==> src/rtl/sprite_blitter.sv <==
// Sprite blitter: restores the background under the sprite's old position, then draws a
// ROM-sourced, transparency-keyed, screen-clipped sprite at its new position. It issues one
// pixel slot per clock through a two-stage pipeline that matches the one-cycle ROM latency.
module sprite_blitter #(
  parameter int unsigned SPRITE_W    = 4,
  parameter int unsigned SPRITE_H    = 4,
  parameter int unsigned X_W         = 9,
  parameter int unsigned Y_W         = 8,
  parameter int unsigned COLOR_W     = 3,
  parameter int unsigned SCREEN_W    = 320,
  parameter int unsigned SCREEN_H    = 240,
  parameter int unsigned TRANSPARENT = 0,
  localparam int unsigned N   = SPRITE_W * SPRITE_H,
  localparam int unsigned AW  = (N > 1) ? $clog2(N) : 1,
  localparam int unsigned CXW = (SPRITE_W > 1) ? $clog2(SPRITE_W) : 1,
  localparam int unsigned CYW = (SPRITE_H > 1) ? $clog2(SPRITE_H) : 1
) (
  input  logic               i_clock,
  input  logic               i_reset,
  input  logic               i_start,
  input  logic [1:0]         i_mode,
  input  logic [X_W-1:0]     i_old_x,
  input  logic [Y_W-1:0]     i_old_y,
  input  logic [X_W-1:0]     i_new_x,
  input  logic [Y_W-1:0]     i_new_y,
  output logic [X_W-1:0]     o_bg_x,
  output logic [Y_W-1:0]     o_bg_y,
  input  logic [COLOR_W-1:0] i_bg_color,
  output logic [AW-1:0]      o_spr_addr,
  input  logic [COLOR_W-1:0] i_spr_color,
  output logic [X_W-1:0]     o_x,
  output logic [Y_W-1:0]     o_y,
  output logic [COLOR_W-1:0] o_color,
  output logic               o_plot,
  output logic               o_busy,
  output logic               o_done
);

  typedef enum logic [1:0] {StIdle, StErase, StDraw, StDone} state_e;

  state_e r_state;
  state_e w_state_next;

  // Latched request
  logic [1:0]     r_mode;
  logic [X_W-1:0] r_old_x;
  logic [Y_W-1:0] r_old_y;
  logic [X_W-1:0] r_new_x;
  logic [Y_W-1:0] r_new_y;

  // Raster counters; r_drain marks that the final phase has issued its last slot and the
  // pipeline is emptying before the done cycle.
  logic [CXW-1:0] r_cx;
  logic [CYW-1:0] r_cy;
  logic           r_drain;

  // Stage 1: slot address side, aligned with ROM data
  logic           r_p1_live;
  logic           r_p1_draw;
  logic           r_p1_clip;
  logic [X_W-1:0] r_p1_x;
  logic [Y_W-1:0] r_p1_y;

  // Stage 2: registered VGA outputs
  logic               r_plot;
  logic [X_W-1:0]     r_x;
  logic [Y_W-1:0]     r_y;
  logic [COLOR_W-1:0] r_color;

  logic           w_accept;
  logic           w_last_px;
  logic           w_last_cx;
  logic           w_issue;
  logic           w_busy;
  logic           w_done;
  logic [X_W:0]   w_sum_x;
  logic [Y_W:0]   w_sum_y;
  logic [X_W:0]   w_bg_sum_x;
  logic [Y_W:0]   w_bg_sum_y;
  logic           w_clip;
  logic           w_transparent;

  assign w_accept  = i_start && (i_mode != 2'b00);
  assign w_last_cx = (r_cx == CXW'(SPRITE_W - 1));
  assign w_last_px = w_last_cx && (r_cy == CYW'(SPRITE_H - 1));

  // Coordinate sums carry one extra bit so overflowing sums are clipped, not wrapped
  assign w_sum_x = (r_state == StDraw) ? ({1'b0, r_new_x} + (X_W + 1)'(r_cx))
                                       : ({1'b0, r_old_x} + (X_W + 1)'(r_cx));
  assign w_sum_y = (r_state == StDraw) ? ({1'b0, r_new_y} + (Y_W + 1)'(r_cy))
                                       : ({1'b0, r_old_y} + (Y_W + 1)'(r_cy));
  assign w_clip  = (int'(w_sum_x) >= int'(SCREEN_W)) || (int'(w_sum_y) >= int'(SCREEN_H));

  assign w_bg_sum_x = {1'b0, r_old_x} + (X_W + 1)'(r_cx);
  assign w_bg_sum_y = {1'b0, r_old_y} + (Y_W + 1)'(r_cy);
  assign o_bg_x     = w_bg_sum_x[X_W-1:0];
  assign o_bg_y     = w_bg_sum_y[Y_W-1:0];
  assign o_spr_addr = AW'(int'(r_cy) * int'(SPRITE_W) + int'(r_cx));

  assign w_transparent = (i_spr_color == COLOR_W'(TRANSPARENT));

  // State register
  always_ff @(posedge i_clock) begin
    if (i_reset) begin
      r_state <= StIdle;
    end else begin
      r_state <= w_state_next;
    end
  end

  // Next-state logic; leave a phase only once the last slot has left stage 1
  always_comb begin
    w_state_next = r_state;
    unique case (r_state)
      StIdle: begin
        if (i_start && i_mode[1]) begin
          w_state_next = StErase;
        end else if (i_start && (i_mode == 2'b01)) begin
          w_state_next = StDraw;
        end
      end
      StErase: begin
        if (!r_drain && w_last_px && r_mode[0]) begin
          w_state_next = StDraw;
        end else if (r_drain && !r_p1_live) begin
          w_state_next = StDone;
        end
      end
      StDraw: begin
        if (r_drain && !r_p1_live) begin
          w_state_next = StDone;
        end
      end
      StDone:  w_state_next = StIdle;
      default: w_state_next = StIdle;
    endcase
  end

  // FSM outputs
  always_comb begin
    w_busy  = 1'b0;
    w_done  = 1'b0;
    w_issue = 1'b0;
    unique case (r_state)
      StIdle:  ;
      StErase: begin
        w_busy  = 1'b1;
        w_issue = !r_drain;
      end
      StDraw: begin
        w_busy  = 1'b1;
        w_issue = !r_drain;
      end
      StDone: begin
        w_busy = 1'b1;
        w_done = 1'b1;
      end
      default: ;
    endcase
  end

  // Request latch, raster counters and drain flag
  always_ff @(posedge i_clock) begin
    if (i_reset) begin
      r_mode  <= 2'b00;
      r_old_x <= '0;
      r_old_y <= '0;
      r_new_x <= '0;
      r_new_y <= '0;
      r_cx    <= '0;
      r_cy    <= '0;
      r_drain <= 1'b0;
    end else if ((r_state == StIdle) && w_accept) begin
      r_mode  <= i_mode;
      r_old_x <= i_old_x;
      r_old_y <= i_old_y;
      r_new_x <= i_new_x;
      r_new_y <= i_new_y;
      r_cx    <= '0;
      r_cy    <= '0;
      r_drain <= 1'b0;
    end else if (w_issue) begin
      if (w_last_px) begin
        r_cx <= '0;
        r_cy <= '0;
        // An erase followed by a draw rolls straight into the next phase with no bubble
        if (!((r_state == StErase) && r_mode[0])) begin
          r_drain <= 1'b1;
        end
      end else if (w_last_cx) begin
        r_cx <= '0;
        r_cy <= r_cy + 1'b1;
      end else begin
        r_cx <= r_cx + 1'b1;
      end
    end else if (r_state == StDone) begin
      r_drain <= 1'b0;
    end
  end

  // Stage 1: capture slot coordinate and clip while the ROMs fetch
  always_ff @(posedge i_clock) begin
    if (i_reset) begin
      r_p1_live <= 1'b0;
      r_p1_draw <= 1'b0;
      r_p1_clip <= 1'b0;
      r_p1_x    <= '0;
      r_p1_y    <= '0;
    end else begin
      r_p1_live <= w_issue;
      r_p1_draw <= (r_state == StDraw);
      r_p1_clip <= w_clip;
      r_p1_x    <= w_sum_x[X_W-1:0];
      r_p1_y    <= w_sum_y[Y_W-1:0];
    end
  end

  // Stage 2: register the VGA write; clipped and transparent slots keep plot low
  always_ff @(posedge i_clock) begin
    if (i_reset) begin
      r_plot  <= 1'b0;
      r_x     <= '0;
      r_y     <= '0;
      r_color <= '0;
    end else begin
      r_plot <= r_p1_live && !r_p1_clip && !(r_p1_draw && w_transparent);
      if (r_p1_live) begin
        r_x     <= r_p1_x;
        r_y     <= r_p1_y;
        r_color <= r_p1_draw ? i_spr_color : i_bg_color;
      end
    end
  end

  assign o_plot  = r_plot;
  assign o_x     = r_x;
  assign o_y     = r_y;
  assign o_color = r_color;
  assign o_busy  = w_busy;
  assign o_done  = w_done;

endmodule

==> config.mk <==
export PLATFORM = sky130hd
export DESIGN_NAME = sprite_blitter
export DESIGN_NICKNAME = d
export VERILOG_FILES = /design/src/rtl/sprite_blitter.sv
export SDC_FILE = /design/constraint.sdc
export NUM_CORES = 1
export LEC_CHECK = 0
export CAP_MARGIN = 20
export CORE_MARGIN = 5
export CORE_UTILIZATION = 25
export DETAILED_ROUTE_END_ITERATION = 7
export PLACE_DENSITY = 0.47
export SYNTH_ARGS = -nofsm -noshare
export SYNTH_HDL_FRONTEND = slang
export SYNTH_SLANG_ARGS = --single-unit
==> constraint.sdc <==
create_clock -name i_clock -period 2.4 [get_ports i_clock]
set_input_delay 0.48 -clock i_clock [delete_from_list [all_inputs] [get_ports i_clock]]
set_output_delay 0.48 -clock i_clock [all_outputs]
set_load 0.03 [all_outputs]
# After elaboration in Yosys (flattened, before gate mapping)
# Cells that the tools add are included.
# word_totals
reg_bits	83
inputBits	45
out_inout_bits	44
elab_cells	82
# op_classes
addsub	7
magnitude_cmp	2
eq_ne	9
muxes	19
reduce_logical	27
# op_table
cell	count
$add 9x2->10	2
$add 8x2->9	2
$mux 2	8
$logic_and 1x1->1	12
$ge 10x9->1 const B	1
$mux 10	1
$ge 9x8->1 const B	1
$mux 9	1
$eq 2x2->1 const B	4
$pmux 2 s4	1
$mux 1	7
$reduce_bool 2->1	3
$add 2x1->2 const B	2
$add 4x2->4	1
$eq 2x1->1 const B	2
$logic_not 1->1	4
$ne 2x2->1 const B	2
$reduce_or 2->1	2
$logic_not 3->1	1
$mux 3	1
$ne 3x3->1 const B	1
$reduce_and 3->1	1
$reduce_or 3->1	1
$logic_not 2->1	1
2 further kinds	2

# Logic depth before layout (Yosys ltp)
# depth
depth_word	6
depth_mapped	9

# Worst setup path before layout
# OpenSTA, ideal clock, no wires.
# synth_timing
kind	register -> register
startpoint	register r_cy[0]
endpoint	register r_p1_clip
setup_time_ns	0.080
arrival_ns	2.615
slack_ns	-0.295
path_stages_with_launch	9
path_buffers	0
cell_sequence	dfxtp_1 ha_1 inv_1 fa_1 nand3b_1 xnor2_1 a32oi_1 a2111o_1 o221ai_2
# synth_via
elab_chain_cells	4
elab_cells_between_ends	5
classes_between	add/sub: 2; order compare: 1; mux: 1; reduce/logical: 1
# synth_rtl
element	line_no	text
start, declared	54	logic [CYW-1:0] r_cy;
start signal, assigned	192	r_cy <= r_cy + 1'b1;
$add 8x2->9	--	
via o_bg_y[4]	27	output logic [Y_W-1:0] o_bg_y,
$mux 9	90	assign w_sum_y = (r_state == StDraw) ? ({1'b0, r_new_y} + (Y_W + 1)'(r_cy))
$ge 9x8->1	92	assign w_clip = (int'(w_sum_x) >= int'(SCREEN_W)) || (int'(w_sum_y) >= int'(SCREEN_H));
$logic_or 1x1->1	92	
end signal, assigned	212	r_p1_clip <= w_clip;
end, declared	60	logic r_p1_clip;
# The timed path passes the listed nets, and every way through them passes these cells.
# A chain may end at the register's enable or synchronous reset.

# Worst setup path after layout
# layout_timing
startpoint	register r_cx[0]
endpoint	output port o_bg_x[6]
# layout_via
elab_chain_cells	1
# layout_rtl
element	line_no	text
start, declared	53	logic [CXW-1:0] r_cx;
start signal, assigned	194	r_cx <= r_cx + 1'b1;
$add 9x2->10	94	assign w_bg_sum_x = {1'b0, r_old_x} + (X_W + 1)'(r_cx);
end, declared	26	output logic [X_W-1:0] o_bg_x,
# Every way passes these cells.

==> metrics.txt <==
pwr dens=647 nW/um2; Setup TNS=-206 ps; number of synthesized register bits=83; largest family of logic cells by synthesized area=simple AND/OR/NAND/NOR gates; vias=3,253; CTS tree=yes; GRT Util Overall=11.9%; Core Rows=between 40 and 50; area fraction of the dominant cell type after synthesis=42.7%; Synth Cell Area=3890 um2; Final nets=602; WP buf/inv=3; Sink Count=83; multi-input logic area=2160 um2; Crit path required time=1920 ps; FFs w/ async S/R, synth=0%; crit path max fanout=3; final hold vios=0; Max Clock Freq=403 MHz; Antenna Cells=0; drt first pass iters=4; post-synth cell types=48; Final period util=103%; Total Wirelength=between 10 and 15 mm; r2r endpoint=r_p1_clip; origin of the critical flop-to-flop path=r_cx[0]; Top delay family on crit path=adder cells; crit-path cells=ha_4 > inv_2 > fa_2 > and3b_2 > nand3_2 > xor2_2 > inv_1 > buf_6; htree depth=3; mux cell area share after synthesis=6.95%; status=finished with violations; unrepaired setup endpoints after global routing=yes; CP Depth=8; Lkg Pwr=2.08 nW; DRC violations left=0; Crit. End Element=output pin; initial antenna violation count=0; Hold WS=371 ps; Worst-Margin Slew=~600 ps; Root Buffer=clkbuf_16; worst setup margin=-78.8 ps; Die H=135 um; routed len/inst=~14 um; Final HPWL DP=7.83 mm; Ys Warns=0; slew margin rel.=60.1%; top cells by count, synth=dfxtp_1 (83), nand2_1 (77), nor2_1 (47); failing checks=setup timing; FF-to-FF path depth=11; Max clock buf depth=2; DR vias/cell=4.31; layout cells sized above 1=16.0%; Slowest-stage cell, CP=dfxtp_2; Die X=135 um; Worst R2R Setup Slack=230 ps; # IOs=a little under 90; post-synthesis xor/xnor area fraction=6.56%; GR Overflow Total=0; Simple-Gate Fraction of Synth Area=20.0%; number of global-route vias before repair=between 3,000 and 4,000; hold path cells=2; top_reg_cell synth=dfxtp_1; cts bufs inserted=9; Crit path largest cell delay=350 ps; instance count of the mapped netlist=445; fillcell total=between 1,500 and 2,000; Syn Area/Cell=just under 9 um2; worst setup path class=reg -> out; VDD IR max=about 0.35 mV; Syn-to-layout area delta=43.1%; GPL Wtd Cong=between 0.8 and 0.9; first-pass GRT wire length=between 15 and 20 mm; Post-Synth Adder-Cell Area=6.89%; Final Max Slew Viols=0; antenna-violating nets left=0; Area contributors post-synth=dfxtp_1 (43%), nand2_1 (7.4%), mux2i_1 (6.9%); number of DRC markers in iteration 0=about 120; pin count of the biggest net entering global routing=55; Hold Crit Start=i_reset; Final Skew=9.49 ps; clock latency on the worst-skew pair=340 ps; Seq/Total Area, Yosys=42.7%; Compound-Gate Fraction of Synth Area=approximately an eighth; number of synthesized flops with an enable pin=0; hold endpoint=o_color[2]; Period minus WS final=2480 ps; Buffers on Ports=88; Reg area=1670 um2; Startpoint Class=flop; maxcap violations=0; CTS clock-pin slew for the worst setup and hold paths=70 ps; Starting Density=25.5%; Synth Net Count=509; die footprint=18,100 um2; worst hold path class=in -> reg; cell taking the most area after synthesis=dfxtp_1; core area=15,300 um2; top-count cell post-synth=dfxtp_1; final setup violation count=3; Worst Path Arrival=roughly 2000 ps
[final cells by class]
| cell class | instances | area share [%] |
|---|---|---|
| multi-input cells | 319 | 38.9 |
| flip-flops and latches | 83 | 30.1 |
| repair buffers | 107 | 19.2 |
| well taps | 211 | 4.74 |
| clock buffers | 10 | 4.30 |
| clock inverters | 6 | 1.57 |
| inverters | 18 | 1.21 |
[power breakdown]
group | leakage (nW) | switching [mW] | internal (mW)
combinational | 1.24 | 0.310 | 0.265
clock | 0.163 | 0.560 | 0.941
sequential | 0.680 | 0.0716 | 1.45
[flip-flops by register name, summed over array words and instances, names as in the netlist, 2 cells and up]
name and cells:
o_x 9, r_new_x 9, r_old_x 9, r_p1_x 9
o_y 8, r_new_y 8, r_old_y 8, r_p1_y 8
o_color 3, r_cx 2, r_cy 2, r_state 2
[per-stage QoR]
stage	power, mW	setup WS, ps	instances	util [%]	cell area, um2
after detailed placement	2.12	117	729	33.1	5050
after global routing	3.78	-167	754	36.5	5560
after floorplan	1.87	-82.4	445	-	3920
after global placement	2.12	154	729	33.1	5050
after CTS	3.65	-121	750	36.0	5490
final	3.60	-78.8	754	36.5	5560
[timing repair]
action / CTS / global route
hold buffers: 0 / 0
endpoints found under the setup margin: 11 / 8
buffers inserted: 5 / 4
pin swaps: 4 / 5
resized for setup: 21 / 10
[metal layers]
metal	vias up	global-route usage [%]	wire length (um)	share of wire (%)
met5	-	0	0	0
met4	0	4.98	187	1.8
met3	15	3.20	507	4.8
met2	66	17.7	4580	43
met1	1490	16.4	5290	50
li1	1682	-	-	-
[cells by family after synthesis]
family	after synthesis
compound gates	75
xor+xnor	27
fa+ha+maj	19
buf+inv	43
flops	83
mux	27
simple gates	171
[worst register-to-register path: cells and delay by family (launching register included)]
family,cells,cell delay [ps]
adders and majority gates,2,500
buffers and inverters,3,250
AOI/OAI and AO/OA,2,350
and+or+nand+nor,3,440
xor gates and xnor gates,1,160
DFF,1,350
[placed cells by master, fill, tap and decap left out, types with 3 or more instances in the layout]
cell type / Yosys / routed
inv_2: 0 / 3
buf_6: 2 / 3
nand3_1: 7 / 6
dfxtp_2: 0 / 4
clkdlybuf4s50_1: 0 / 71
nor2_1: 47 / 47
nand2_1: 77 / 77
buf_12: 0 / 6
nand2b_1: 4 / 4
a21oi_1: 46 / 45
nor2b_1: 5 / 5
ha_4: 0 / 3
nand4_1: 5 / 5
xor2_1: 12 / 6
fa_2: 0 / 3
clkbuf_16: 0 / 9
buf_4: 0 / 24
dfxtp_1: 83 / 77
xnor2_1: 14 / 13
inv_1: 18 / 15
a211oi_1: 14 / 14
xor2_2: 0 / 5
mux2i_1: 27 / 27
nor3_1: 9 / 7
ha_1: 15 / 12
[worst max-delay path by stage]
stage | from | end | slack (ps)
6_report | r_cx[0] | o_bg_x[6] | -80
5_1_grt | r_cx[0] | o_bg_x[6] | -170
4_1_cts | r_old_x[0] | o_bg_x[6] | -120
3_5_place_dp | r_old_x[0] | o_bg_x[8] | 120
3_3_place_gp | r_cx[0] | o_bg_x[1] | 150
2_1_floorplan | r_cy[0] | r_p1_clip | -80
Note: power is estimated with default switching activity, not from simulation.
